## src/rtl/fifo_pkg.sv

```systemverilog
// ============================================================================
// Module      : fifo_pkg
// Description : Shared constants and types for the asynchronous FIFO and its
//               read-side drain engine.
// Contents    : DATA_WIDTH / ADDR_WIDTH / DEPTH - FIFO geometry
//               rd_state_t                      - burst reader FSM encoding
// Revision    : 1.0 - initial release
// ============================================================================
`default_nettype none

package fifo_pkg;

    localparam int DATA_WIDTH = 8;
    localparam int ADDR_WIDTH = 4;
    localparam int DEPTH      = 1 << ADDR_WIDTH;

    typedef enum logic [1:0] {
        IDLE  = 2'd0,
        BURST = 2'd1,
        DRAIN = 2'd2
    } rd_state_t;

endpackage : fifo_pkg

`default_nettype wire

```

## src/rtl/fifo_rd_skid.sv

```systemverilog
// ============================================================================
// Module      : fifo_rd_skid
// Description : Two-entry registered buffer that absorbs the one-cycle read
//               latency of the FIFO. Entries leave in arrival order; the head
//               entry is presented as a registered valid/data stream.
// Ports       : rd_clk   - clock
//               rstn     - asynchronous active-low reset
//               wr_en    - capture wr_data this edge
//               wr_data  - word to capture
//               rd_en    - consumer accepted the head word this edge
//               m_valid  - head entry holds a word
//               m_data   - head word
//               occ      - number of entries held (0..2)
// Revision    : 1.0 - initial release
// ============================================================================
`default_nettype none

module fifo_rd_skid #(
    parameter int DATA_WIDTH = 8
) (
    input  logic                  rd_clk,
    input  logic                  rstn,
    input  logic                  wr_en,
    input  logic [DATA_WIDTH-1:0] wr_data,
    input  logic                  rd_en,
    output logic                  m_valid,
    output logic [DATA_WIDTH-1:0] m_data,
    output logic [1:0]            occ
);

    logic [DATA_WIDTH-1:0] head_q, head_d;
    logic [DATA_WIDTH-1:0] tail_q, tail_d;
    logic [1:0]            occ_q,  occ_d;
    logic                  pop;

    // A pop with nothing held is meaningless; masking it keeps occ sane.
    assign pop = rd_en & (occ_q != 2'd0);

    always_comb begin
        head_d = head_q;
        tail_d = tail_q;
        occ_d  = occ_q;
        case ({wr_en, pop})
            2'b10: begin
                if (occ_q == 2'd0) begin
                    head_d = wr_data;
                end else begin
                    tail_d = wr_data;
                end
                occ_d = occ_q + 2'd1;
            end
            2'b01: begin
                head_d = tail_q;
                occ_d  = occ_q - 2'd1;
            end
            2'b11: begin
                // Occupancy unchanged; the older tail word advances to the
                // head so ordering is preserved.
                if (occ_q == 2'd2) begin
                    head_d = tail_q;
                    tail_d = wr_data;
                end else begin
                    head_d = wr_data;
                end
            end
            default: ;
        endcase
    end

    always_ff @(posedge rd_clk or negedge rstn) begin
        if (!rstn) begin
            head_q <= '0;
            tail_q <= '0;
            occ_q  <= 2'd0;
        end else begin
            head_q <= head_d;
            tail_q <= tail_d;
            occ_q  <= occ_d;
`ifndef SYNTHESIS
            // The credit rule upstream must never let a third word arrive.
            assert (!(wr_en && !pop && occ_q == 2'd2));
`endif
        end
    end

    assign m_valid = (occ_q != 2'd0);
    assign m_data  = head_q;
    assign occ     = occ_q;

endmodule : fifo_rd_skid

`default_nettype wire

```

## src/rtl/fifo_burst_reader.sv

```systemverilog
// ============================================================================
// Module      : fifo_burst_reader
// Description : Read-side drain engine for the asynchronous FIFO (rd_clk
//               domain). On a start command it pops cfg_len words through the
//               FIFO's rd_enb/empty/output_data interface and presents them as
//               a valid/ready stream with m_last. A two-entry skid buffer
//               absorbs the FIFO read latency so back-pressure loses nothing.
// Ports       : rd_clk, rstn           - clock, async active-low reset
//               start, cfg_len         - burst command (sampled in IDLE only)
//               busy, done             - status (done is a 1-cycle pulse)
//               fifo_empty, fifo_rdata - FIFO read side inputs
//               fifo_rd_enb            - FIFO pop request
//               m_data, m_valid, m_ready, m_last - output stream
// Revision    : 1.0 - initial release
// ============================================================================
`default_nettype none

module fifo_burst_reader
    import fifo_pkg::*;
#(
    parameter int DATA_WIDTH = fifo_pkg::DATA_WIDTH,
    parameter int LEN_W      = 8
) (
    input  logic                  rd_clk,
    input  logic                  rstn,
    input  logic                  start,
    input  logic [LEN_W-1:0]      cfg_len,
    output logic                  busy,
    output logic                  done,
    input  logic                  fifo_empty,
    input  logic [DATA_WIDTH-1:0] fifo_rdata,
    output logic                  fifo_rd_enb,
    output logic [DATA_WIDTH-1:0] m_data,
    output logic                  m_valid,
    input  logic                  m_ready,
    output logic                  m_last
);

    rd_state_t        state_q, state_d;
    logic [LEN_W-1:0] len_q,    len_d;
    logic [LEN_W-1:0] issued_q, issued_d;
    logic [LEN_W-1:0] out_q,    out_d;
    logic             inflight_q;
    logic             done_q,   done_d;

    logic [1:0]       occ;
    logic             handshake;
    logic [2:0]       fill;
    logic [2:0]       limit;
    logic             has_credit;
    logic             last_word;

    assign handshake = m_valid & m_ready;

    // credit = 2 - occ - inflight + handshake, evaluated as a comparison so
    // no signed arithmetic is needed: a pop is allowed when the words already
    // held or on their way leave room for one more after this edge.
    assign fill       = {1'b0, occ} + {2'b00, inflight_q};
    assign limit      = 3'd2 + {2'b00, handshake};
    assign has_credit = (fill < limit);

    assign fifo_rd_enb = (state_q == BURST) & ~fifo_empty
                       & (issued_q < len_q) & has_credit;

    // The head word is number out_q+1 of the burst.
    assign last_word = ({1'b0, out_q} + {{LEN_W{1'b0}}, 1'b1}) == {1'b0, len_q};

    always_comb begin
        state_d  = state_q;
        len_d    = len_q;
        issued_d = issued_q;
        out_d    = out_q;
        done_d   = 1'b0;

        if (handshake) begin
            out_d = out_q + {{(LEN_W-1){1'b0}}, 1'b1};
        end

        case (state_q)
            IDLE: begin
                if (start) begin
                    if (cfg_len != '0) begin
                        len_d    = cfg_len;
                        issued_d = '0;
                        out_d    = '0;
                        state_d  = BURST;
                    end else begin
                        done_d = 1'b1;
                    end
                end
            end
            BURST: begin
                if (fifo_rd_enb) begin
                    issued_d = issued_q + {{(LEN_W-1){1'b0}}, 1'b1};
                end
                if (issued_d == len_q) begin
                    state_d = DRAIN;
                end
            end
            DRAIN: begin
                if (handshake && last_word) begin
                    state_d = IDLE;
                    done_d  = 1'b1;
                end
            end
            default: begin
                state_d = IDLE;
            end
        endcase
    end

    always_ff @(posedge rd_clk or negedge rstn) begin
        if (!rstn) begin
            state_q    <= IDLE;
            len_q      <= '0;
            issued_q   <= '0;
            out_q      <= '0;
            inflight_q <= 1'b0;
            done_q     <= 1'b0;
        end else begin
            state_q    <= state_d;
            len_q      <= len_d;
            issued_q   <= issued_d;
            out_q      <= out_d;
            inflight_q <= fifo_rd_enb;
            done_q     <= done_d;
        end
    end

    // FIFO output_data is valid the cycle after a pop, i.e. while inflight_q.
    fifo_rd_skid #(
        .DATA_WIDTH (DATA_WIDTH)
    ) u_skid (
        .rd_clk  (rd_clk),
        .rstn    (rstn),
        .wr_en   (inflight_q),
        .wr_data (fifo_rdata),
        .rd_en   (handshake),
        .m_valid (m_valid),
        .m_data  (m_data),
        .occ     (occ)
    );

    assign m_last = m_valid & (state_q != IDLE) & last_word;
    assign busy   = (state_q != IDLE);
    assign done   = done_q;

endmodule : fifo_burst_reader

`default_nettype wire

```

## config.mk

```make
export PLATFORM = sky130hd
export DESIGN_NAME = fifo_burst_reader
export DESIGN_NICKNAME = d
export VERILOG_FILES = /design/src/rtl/fifo_pkg.sv /design/src/rtl/fifo_rd_skid.sv /design/src/rtl/fifo_burst_reader.sv
export SDC_FILE = /design/constraint.sdc
export NUM_CORES = 1
export LEC_CHECK = 0
export ABC_AREA = 1
export CAP_MARGIN = 20
export CORE_ASPECT_RATIO = 1.4
export CORE_MARGIN = 1
export CORE_UTILIZATION = 45
export CTS_CLUSTER_DIAMETER = 100
export DETAILED_ROUTE_END_ITERATION = 10
export PLACE_DENSITY_LB_ADDON = 0.3
export SYNTH_ARGS = -nofsm -noshare
export SYNTH_HDL_FRONTEND = slang
export SYNTH_SLANG_ARGS = --single-unit
```

## constraint.sdc

```tcl
create_clock -name rd_clk -period 5.4 [get_ports rd_clk]
set_clock_uncertainty 0.2 [all_clocks]
set_input_delay 0.54 -clock rd_clk [delete_from_list [all_inputs] [get_ports rd_clk]]
set_output_delay 0.54 -clock rd_clk [all_outputs]
set_load 0.05 [all_outputs]
```

# [Word level (Yosys, flattened, before mapping)]
# Index checks and enable logic that the tools add are counted.
[word_totals] regBits=46 input_bits=21 out_inout_bits=13 word_cells=81
[classes] add_sub_neg=7 n_lt_le_gt_ge=2 n_eq_ne=15 n_mux=25 n_bitwise=8 n_reduce_logical=15
[op_table] op="two-way mux 8 bit" n=12
[op_table] op="one-hot mux 8 bit (2 select lines)" n=2
[op_table] op="one-hot mux 8 bit (3 select lines)" n=1
[op_table] op="adder 8 x 1 -> 8 bit, second input constant" n=2
[op_table] op="nonzero test 2 bit" n=5
[op_table] op="adder 8 x 1 -> 9 bit, second input constant" n=1
[op_table] op="== test 9 x 8 -> 1 bit" n=1
[op_table] op="AND reduction 3 bit" n=3
[op_table] op="== test 2 bit, second input constant" n=4
[op_table] op="== test 8 bit" n=1
[op_table] op="< comparator 8 bit" n=1
[op_table] op="two-way mux 2 bit" n=4
[op_table] op="inequality test 2 bit, second input constant" n=4
[op_table] op="nonzero test 8 bit" n=1
[op_table] op="AND 1 bit" n=7
[op_table] op="inequality test 2 x 1 -> 1 bit, second input constant" n=3
[op_table] op="one-hot mux 2 bit (3 select lines)" n=1
[op_table] op="== test 2 x 1 -> 1 bit, second input constant" n=2
[op_table] op="zero test 2 bit" n=2
[op_table] op="one-hot mux 2 bit (2 select lines)" n=1
[op_table] op="AND reduction 4 bit" n=1
[op_table] op="adder 2 x 1 -> 3 bit" n=1
[op_table] op="adder 2 x 1 -> 3 bit, first input constant" n=1
[op_table] op="< comparator 3 bit" n=1
[op_table] op="8 further kinds" n=10

# [Longest topological paths before layout]
# Gate-level depths: netlist of the first run.
[logic_depth] ltp_word=10 ltp_mapped=18 mapped_depth_nobuf=17

# [Modules after synthesis]
# From an unflattened synthesis of the first run, not the netlist that was laid out.
[unflattened] cells_unflattened=443 area_unflattened_um2=3148.0
[modules_own_cells] mod="fifo_burst_reader" instances=1 cells_per_inst=328 area_each_um2=2214.6 seq_area_each_um2=700.7
[modules_own_cells] mod="fifo_rd_skid" instances=1 cells_per_inst=115 area_each_um2=933.4 seq_area_each_um2=450.4

# [Worst setup path after synthesis of the first run]
# OpenSTA, ideal clock, no wires.
[synth_timing] kind="register to output" startpoint="register out_q[0]" endpoint="output m_last" arrival_time_ns=2.264 required_ns=4.660 setup_slack_ns=2.396 path_stages_with_launch=10 path_buffers=0 path_cell_list="dfrtp_1 -> ha_1 -> inv_1 -> o21bai_1 -> nand2_1 -> nand2_1 -> nand3_1 -> nor2_1 -> nand3_1 -> nor3_1"
[synth_between] elab_chain_len=3
[synth_rtl] element="from (decl)" line="fifo_burst_reader.sv:42" rtl="logic [LEN_W-1:0] out_q, out_d;"
[synth_rtl] element="from (signal assigned)" line="fifo_burst_reader.sv:124" rtl="out_q <= out_d;"
[synth_rtl] element="adder 8 x 1 -> 9 bit" line="fifo_burst_reader.sv:66" rtl="assign last_word = ({1'b0, out_q} + {{LEN_W{1'b0}}, 1'b1}) == {1'b0, len_q};"
[synth_rtl] element="== test 9 x 8 -> 1 bit" line="fifo_burst_reader.sv:66"
[synth_rtl] element="AND 1 bit" line="fifo_burst_reader.sv:144" rtl="assign m_last = m_valid & (state_q != IDLE) & last_word;"
[synth_rtl] element="to (decl)" line="fifo_burst_reader.sv:36" rtl="output logic m_last"
# No other way between the ends.

# [Worst setup path after layout of the first run]
[layout_timing] startpoint="register len_q[7]" endpoint="output fifo_rd_enb"
[layout_between] elab_chain_len=3
[layout_rtl] element="from (decl)" line="fifo_burst_reader.sv:40" rtl="logic [LEN_W-1:0] len_q, len_d;"
[layout_rtl] element="from (signal assigned)" line="fifo_burst_reader.sv:122" rtl="len_q <= len_d;"
[layout_rtl] element="< comparator 8 bit" line="fifo_burst_reader.sv:63" rtl="& (issued_q < len_q) & has_credit;"
[layout_rtl] element="AND 1 bit (2 in a row)" line="fifo_burst_reader.sv:63"
[layout_rtl] element="to (decl)" line="fifo_burst_reader.sv:32" rtl="output logic fifo_rd_enb,"
# No other way between the ends.

==> results.toml, run 1 <==
[floorplan]
pin_count = 34
start_util_pct = 47.4
chipHeight_um = 98.7
fp-row-count = 34
dieArea_sq_um = 7020
fp.dieW_um = 71.1
core_sq_um = 6340

[logic_synthesis]
seq_area_frac_synth_pct = 38.3
synthTopCellsByArea = "dfrtp_1, nand2_1, inv_1, ha_1, nand3_1"
syn_avg_cell_area_sq_um = 7.63
synth_cell_types = 33
synthCells = 394
ys_ff_latch = 46
synth-async-reset-ratio_pct = 100
yosysWarningCount = 0
yosys.area.top_type_share_pct = 38.3
synth_flop_cell = "dfrtp_1"
synth_edf_count = 0
synth.cell_area_sq_um = 3010
yosys.area.top_type = "dfrtp_1"
synth_nets = 429

[drt]
drc_errors = 0
first_pass_iters = 6
routed_wl_um = 6470
antenna_left = 0
post_drt_wl_per_cell_um = 13.0
routed_via_density = 5.28
num_vias = 2637
first_iter_violations = 206

[critical_path]
r2r_setup_slack_ns = 2.70
rr_worst_depth = 9
r2r-start = "u_skid.occ[0]"
crit_path_max_fanout = 11
end_kind = "output port"
worst-setup-path-type = "reg -> out"
critPathLaunchType = "register"
crit_required_ns = 4.66
timing.rr.end = "u_skid.m_data[1]"
worstPathArrival_ns = 2.89

[pwr]
total_power_mw = 2.23
ir_drop_mv = 0.333
p_leak_nw = 1.79
p_per_area_nw_per_um2 = 639

[sta]
fmax_mhz = 276
hold_viol = 0
worst_slew_pin_slew_ns = 0.874
setup_violations = 0
slew_viol_final = 0
fin_crit_sh_pct = 67.2
fin_ws_ns = 1.77
tns_ns = 0
fin_crit_ns = 3.63
slew_headroom_pct = 41.6
rsz0062_at_grt = "false"

[clocking]
root_buffer = "clkbuf_8"
cts_sinks = 46
ctsHoldBuffers = 0
clk_latency_ns = 0.30
ctsHtreeMaxLevel = 2
cts_buffers = 5
cts.path.max_buffers = 2
post_cts.repair.setup_buffers = 0
ctsResizeCount = 0
path_clk_slew_ns = 0.08
tritoncts = "yes"

[place]
hpwl_um = 5070
placed_area_sq_um = 3350
gp_congestion = 0.839
place_worst_setup_slack_ns = 1.95
port_buffers = 33

[hold_path]
hp-class = "in -> async"

[global_route]
antenna_found_initial = 0
grt_pass1_wl_um = 11300
grt_overflow = 0
grt_start_max_net_pins = 47
grt_pass1_vias = 2549
grtUsageTotal_pct = 20.1

[final_layout]
final_common_cell = "nand2_1"
final_util_pct = 55.1
antennaDiodeCount = 0
layout.cells.most_common_list = "nand2_1, inv_1, dfrtp_1"
post-route-cell-area_sq_um = 3490
fillers = 598
layout-area-overhead-vs-synth_pct = 16.1
drive_above_1_share_pct = 8.90
final_nets = 461

[flow_run]
cap_violations = 0

[outcome]
status = "finished clean"
## cell type report
cell class | count | area (sq um) | share of cell area [%]
clock buffers | 5 | 68.8 | 1.97
inverters | 64 | 240 | 6.88
multi-input cells | 275 | 1550 | 44.3
repair buffers | 34 | 353 | 10.1
flip-flops and latches | 46 | 1150 | 33.0
clock inverters | 3 | 40.0 | 1.15
well taps | 72 | 90.1 | 2.58
## through the flow
stage | cells | hold WS (ns)
floorplan | 394 | 0.0444
global placement | 490 | 0.267
detailed placement | 490 | 0.277
CTS | 498 | 0.249
global route | 499 | 0.0824
finish | 499 | 0.0459
## cell usage after synthesis (2+ instances only)
master,n
nand4_1,16
inv_2,3
nor2_2,3
nand4_2,2
o21ai_0,20
nand3_2,2
o21bai_1,2
nor2_1,27
clkbuf_1,3
a21oi_1,17
buf_6,4
nor2_4,2
xor2_1,3
nor4_1,2
inv_1,61
nand2_2,3
nand2_4,2
o211ai_1,3
dfrtp_1,46
o22ai_1,14
nand2_1,102
ha_1,14
mux2_2,8
nand3_1,26
## layer usage
metal,global-route usage [%],up-vias,wire length [um]
li1,-,1356,-
met1,23.2,1210,2650
met2,37.1,60,3420
met3,2.66,11,229
met4,8.15,0,173
met5,0,-,0
## logic make-up (layout without fill, tap and decap cells)
logic type,Yosys count,count (layout),synth area share (%)
XOR/XNOR,5,5,1.91
adder cells (fa/ha/maj),14,14,5.83
buffers and inverters,73,106,10.2
multiplexers,8,8,3.00
flip-flops,46,46,38.3
AO/OA/AOI/OAI,58,58,11.2
AND/OR/NAND/NOR,190,190,29.6
## sequential cells by signal (all words and copies together) (netlist names)
register	count
len_q	8
u_skid.tail_q	8
u_skid.m_data	8
u_skid.occ	2
state_q	2
out_q	8
inflight_q	1
issued_q	8
done	1
## worst max-delay path, cell delays in order (launching register included)
cell and delay [ns]:
dfrtp_1 0.39, inv_1 0.09, ha_1 0.33, a21oi_1 0.16
nand3_2 0.11, nor2_4 0.25, nand3_2 0.29, inv_1 0.15
clkdlybuf4s50_1 0.81
## where the power goes
group	internal, mW	switching [mW]
registers	0.510	0.147
logic	0.491	0.832
clock network	0.136	0.114
total	1.14	1.09
## how the worst max path moves through the flow
stage	slack [ns]	cells past startpoint	start	endpoint
3_3_place_gp	1.99	6	m_ready	fifo_rd_enb
2_1_floorplan	2.40	9	out_q[0]	m_last
4_1_cts	1.76	8	len_q[7]	fifo_rd_enb
3_5_place_dp	1.95	6	m_ready	fifo_rd_enb
6_report	1.77	8	len_q[7]	fifo_rd_enb
5_1_grt	1.59	8	len_q[7]	fifo_rd_enb
Power figures use the tool's default switching activity.
==> run 2, diff against run 1 <==
- clock period: 5.4 -> 3 ns (I/O delays scaled with it)
==> run 2 against run 1 <==
The flow now finishes with violations (design-rule violations). Routed wire length is 4.1% higher. First-iteration DRC count shrank 36%. Total power up 88%. Critical path type unchanged. Largest cell class unchanged.
==> results.toml, run 2 (synthesized netlist as in run 1, its figures left out) <==
[critical_path]
worst-setup-path-type = "reg -> out"
end_kind = "output port"
worstPathArrival_ns = 2.29
crit_end = "fifo_rd_enb"
timing.rr.end = "state_q[0]"
r2r_setup_slack_ns = 0.40
r2r-start = "len_q[7]"
critical_path.startpoint = "len_q[7]"
rr_worst_depth = 14
crit_path_max_fanout = 11
critPathLaunchType = "register"
crit_required_ns = 2.50

[place]
dp.cells = 493
hpwl_um = 5070
gp_congestion = 0.868
place_worst_setup_slack_ns = 0.332
port_buffers = 33

[drt]
first_iter_violations = 131
routed_wl_um = 6740
routed_via_density = 5.31
num_vias = 2672
first_pass_iters = 7
post_drt_wl_per_cell_um = 13.4
drc_errors = 2
antenna_left = 0

[clocking]
ctsHtreeMaxLevel = 2
cts.path.max_buffers = 2
root_buffer = "clkbuf_8"
tritoncts = "yes"
cts_buffers = 5
path_clk_slew_ns = 0.09
cts_sinks = 46
clk_latency_ns = 0.30

[global_route]
grt_overflow = 0
grtUsageTotal_pct = 20.9
grt_pass1_vias = 2649
grt_pass1_wl_um = 11700
antenna_found_initial = 0
grt_start_max_net_pins = 47

[sta]
hold_viol = 0
tns_ns = 0
fin_crit_ns = 2.79
slew_viol_final = 0
fin_crit_sh_pct = 93.0
fin_ws_ns = 0.211
fmax_mhz = 359
rsz0062_at_grt = "false"
setup_violations = 0
worst_slew_pin_slew_ns = 0.606
slew_headroom_pct = 59.4

[final_layout]
final_common_cell = "nand2_1"
instances_no_fill = 503
final_nets = 465
layout-area-overhead-vs-synth_pct = 18.6
layout.cells.most_common_list = "nand2_1, inv_1, dfrtp_1"
drive_above_1_share_pct = 9.98
antennaDiodeCount = 0

[floorplan]
fp-row-count = 34
pin_count = 34
start_util_pct = 47.4
fp.dieW_um = 71.1
chipHeight_um = 98.7
dieArea_sq_um = 7020
core_sq_um = 6340

[hold_path]
hp-class = "reg -> reg"

[outcome]
violations = "design-rule violations"
status = "complete, but fails checks"

[pwr]
p_leak_nw = 1.83
ir_drop_mv = 0.780
p_per_area_nw_per_um2 = 1170

[flow_run]
cap_violations = 0
## run 2: area by class of cell
type	instances	area, sq um
sequential	46	1150
fill	590	2770
clock buffer	5	68.8
tap	72	90.1
multi-input combinational	275	1560
timing repair buffer	38	393
clock inverter	3	68.8
inverter	64	240
## run 2: critical path: stages, from the launching register on
cell,delay [ns]
dfrtp_1,0.40
inv_1,0.10
ha_1,0.34
a21oi_1,0.17
nand3_2,0.12
nor2_4,0.29
nand3_4,0.23
inv_1,0.18
buf_12,0.15
## run 2: how the worst min path moves through the flow
stage	from	endpoint	slack (ns)	cells after the start
floorplan	rstn	done	-0.20	0
global route	u_skid.tail_q[3]	u_skid.tail_q[3]	0.32	2
finish	u_skid.tail_q[7]	u_skid.tail_q[7]	0.29	2
detailed placement	u_skid.tail_q[7]	u_skid.tail_q[7]	0.28	2
CTS	rstn	u_skid.tail_q[5]	0.01	1
global placement	u_skid.tail_q[3]	u_skid.tail_q[3]	0.27	2
## run 2: report_power, final
group | switching [mW] | leakage [nW] | internal (mW)
sequential | 0.274 | 0.543 | 0.919
clock | 0.222 | 0.0683 | 0.334
combinational | 1.52 | 1.22 | 0.924
## run 2: what timing repair did
action / CTS / global route
resized for setup: 0 / 1
endpoints found under the hold margin: 0 / 21
setup endpoints to repair: 0 / 1
hold buffers: 0 / 1
setup buffers: 0 / 0
## run 2: metrics by stage
step / hold WS, ns / total power [mW] / util, % / instance area (sq um)
floorplan: -0.196 / 3.07 / - / 3010
finish: 0.292 / 4.19 / 56.3 / 3570
global placement: 0.266 / 3.56 / 53.4 / 3380
detailed placement: 0.277 / 3.61 / 53.4 / 3380
CTS: 0.0104 / 4.19 / 55.6 / 3520
global route: 0.320 / 4.59 / 56.3 / 3570
## run 2: routing by layer
layer	vias to the layer above	wire length, um	track usage [%]
met5	-	0	0
li1	1360	-	-
met1	1238	2860	23.8
met2	64	3440	38.2
met4	0	155	9.23
met3	10	284	2.97
==> run 3, diff against run 2 <==
- CORE_MARGIN: 1 -> 2
- PLACE_DENSITY: unset -> 0.72
- PLACE_DENSITY_LB_ADDON: 0.3 -> unset
==> run 3 against run 2 <==
Largest cell class unchanged. Cell count is 0.40% higher. Sequential power barely moved. Count of clock-buffer cells in the layout up 1. Worst setup slack better by 0.0098 ns. Routed wire length is 2.9% higher. The run now ends clean. Cell area fell by 1.3%.
==> results.toml, run 3 (synthesized netlist as in run 1, its figures left out) <==
[global_route]
grtUsageTotal_pct = 20.5
grt_overflow = 0
grt_pass1_wl_um = 11800
grt_pass1_vias = 2654
antenna_found_initial = 0
grt_start_max_net_pins = 47

[final_layout]
antennaDiodeCount = 0
layout.cells.most_common_list = "nand2_1, inv_1, dfrtp_1"
final_common_cell = "nand2_1"
layout-area-overhead-vs-synth_pct = 17.1
final_nets = 465
drive_above_1_share_pct = 9.98
fillers = 601

[sta]
slew_viol_final = 0
whs_ns = 0.210
worst_slew_pin_slew_ns = 0.640
rsz0062_at_grt = "false"
fin_crit_sh_pct = 92.6
setup_violations = 0
fin_crit_ns = 2.78
tns_ns = 0
hold_viol = 0
fmax_mhz = 360
slew_headroom_pct = 57.2

[floorplan]
chipHeight_um = 101
start_util_pct = 46.1
fp-row-count = 35
dieArea_sq_um = 7360
core_sq_um = 6530
fp.dieW_um = 73.1
pin_count = 34

[clocking]
cts_buffers = 5
tritoncts = "yes"
ctsHtreeMaxLevel = 2
cts.path.max_buffers = 2
cts_sinks = 46
path_clk_slew_ns = 0.09
root_buffer = "clkbuf_8"
post_cts.repair.setup_buffers = 0
clk_latency_ns = 0.31

[drt]
drc_errors = 0
routed_via_density = 5.37
post_drt_wl_per_cell_um = 13.7
routed_wl_um = 6930
first_pass_iters = 4
antenna_left = 0
first_iter_violations = 218
num_vias = 2710

[critical_path]
cp_slowest_cell = "dfrtp_1"
worstPathArrival_ns = 2.28
worst-setup-path-type = "reg -> out"
r2r-start = "len_q[7]"
path_cells = "inv_1 -> ha_1 -> a21oi_1 -> nand3_2 -> nor2_4 -> nand3_4 -> inv_1 -> buf_12"
crit_path_max_fanout = 11
max_stage_delay_ns = 0.41
cpMostUsedCell = "inv_1"
cpLargestDelayFamily = "simple AND/OR/NAND/NOR gates"
crit_required_ns = 2.50
end_kind = "output port"
cp.buffers_inverters = 3
critPathLaunchType = "register"
critical_path.startpoint = "len_q[7]"

[hold_path]
hp-class = "in -> async"

[pwr]
switching_share_pct = 50.0
p_sw_mw = 2.03
power_frac_clock_pct = 9.9
comb_power_share_pct = 60.4
p_per_area_nw_per_um2 = 1150
ir_drop_mv = 0.645
p_leak_nw = 1.80
seq_power_share_pct = 29.7
p_int_mw = 2.03
total_power_mw = 4.05

[place]
gp_congestion = 0.815
hpwl_um = 5330
port_buffers = 33

[flow_run]
cap_violations = 0

[outcome]
status = "finished clean"
run 3: cell type report:
type | instances | area (sq um) | share of cell area (%)
clock buffers | 6 | 82.6 | 2.35
well taps | 74 | 92.6 | 2.63
clock inverters | 2 | 12.5 | 0.355
inverters | 64 | 240 | 6.83
multi-input cells | 275 | 1560 | 44.2
repair buffers | 38 | 385 | 10.9
flip-flops and latches | 46 | 1150 | 32.7
run 3: final timing paths:
check / end / slack, ns / depth (start not counted)
worst max-delay path: fifo_rd_enb / 0.22 / 8
worst min register to register: u_skid.tail_q[3] / 0.30 / 2
worst max register to register: state_q[0] / 0.41 / 14
worst min-delay path: issued_q[7] / 0.21 / 2
min in group rd_clk: u_skid.tail_q[3] / 0.30 / 2
max in group asynchronous: out_q[3] / 1.89 / 3
run 3: power groups by stage:
stage	clock network (mW)	logic (mW)	registers [mW]
after floorplan	0	1.76	1.31
after global placement	0	2.36	1.20
after detailed placement	0	2.42	1.21
after CTS	0.416	2.43	1.20
after global routing	0.440	2.74	1.25
final	0.402	2.45	1.20
run 3: timing repair:
action / in CTS / in global routing
gates resized for setup: 0 / 1
hold endpoints to repair: 0 / 12
setup endpoints to repair: 0 / 1
hold buffers: 0 / 1
run 3: metal layers:
metal | wire length (um) | global-route usage (%) | up-vias | share of wire [%]
met5 | 0 | 0 | - | 0
met4 | 130 | 7.83 | 0 | 1.9
met3 | 220 | 2.80 | 10 | 3.2
met2 | 3770 | 38.1 | 56 | 54
met1 | 2810 | 23.1 | 1276 | 40
li1 | - | - | 1368 | -
run 3: per-stage QoR:
| stage | instance area (sq um) | util [%] | instances | worst slack (ns) |
|---|---|---|---|---|
| 5_1_grt | 3520 | 53.9 | 505 | 0.0181 |
| 6_report | 3520 | 53.9 | 505 | 0.221 |
| 4_1_cts | 3480 | 53.4 | 503 | 0.111 |
| 3_5_place_dp | 3390 | 51.9 | 495 | 0.344 |
| 3_3_place_gp | 3390 | 51.9 | 495 | 0.363 |
| 2_1_floorplan | 3010 | - | 394 | 0.236 |
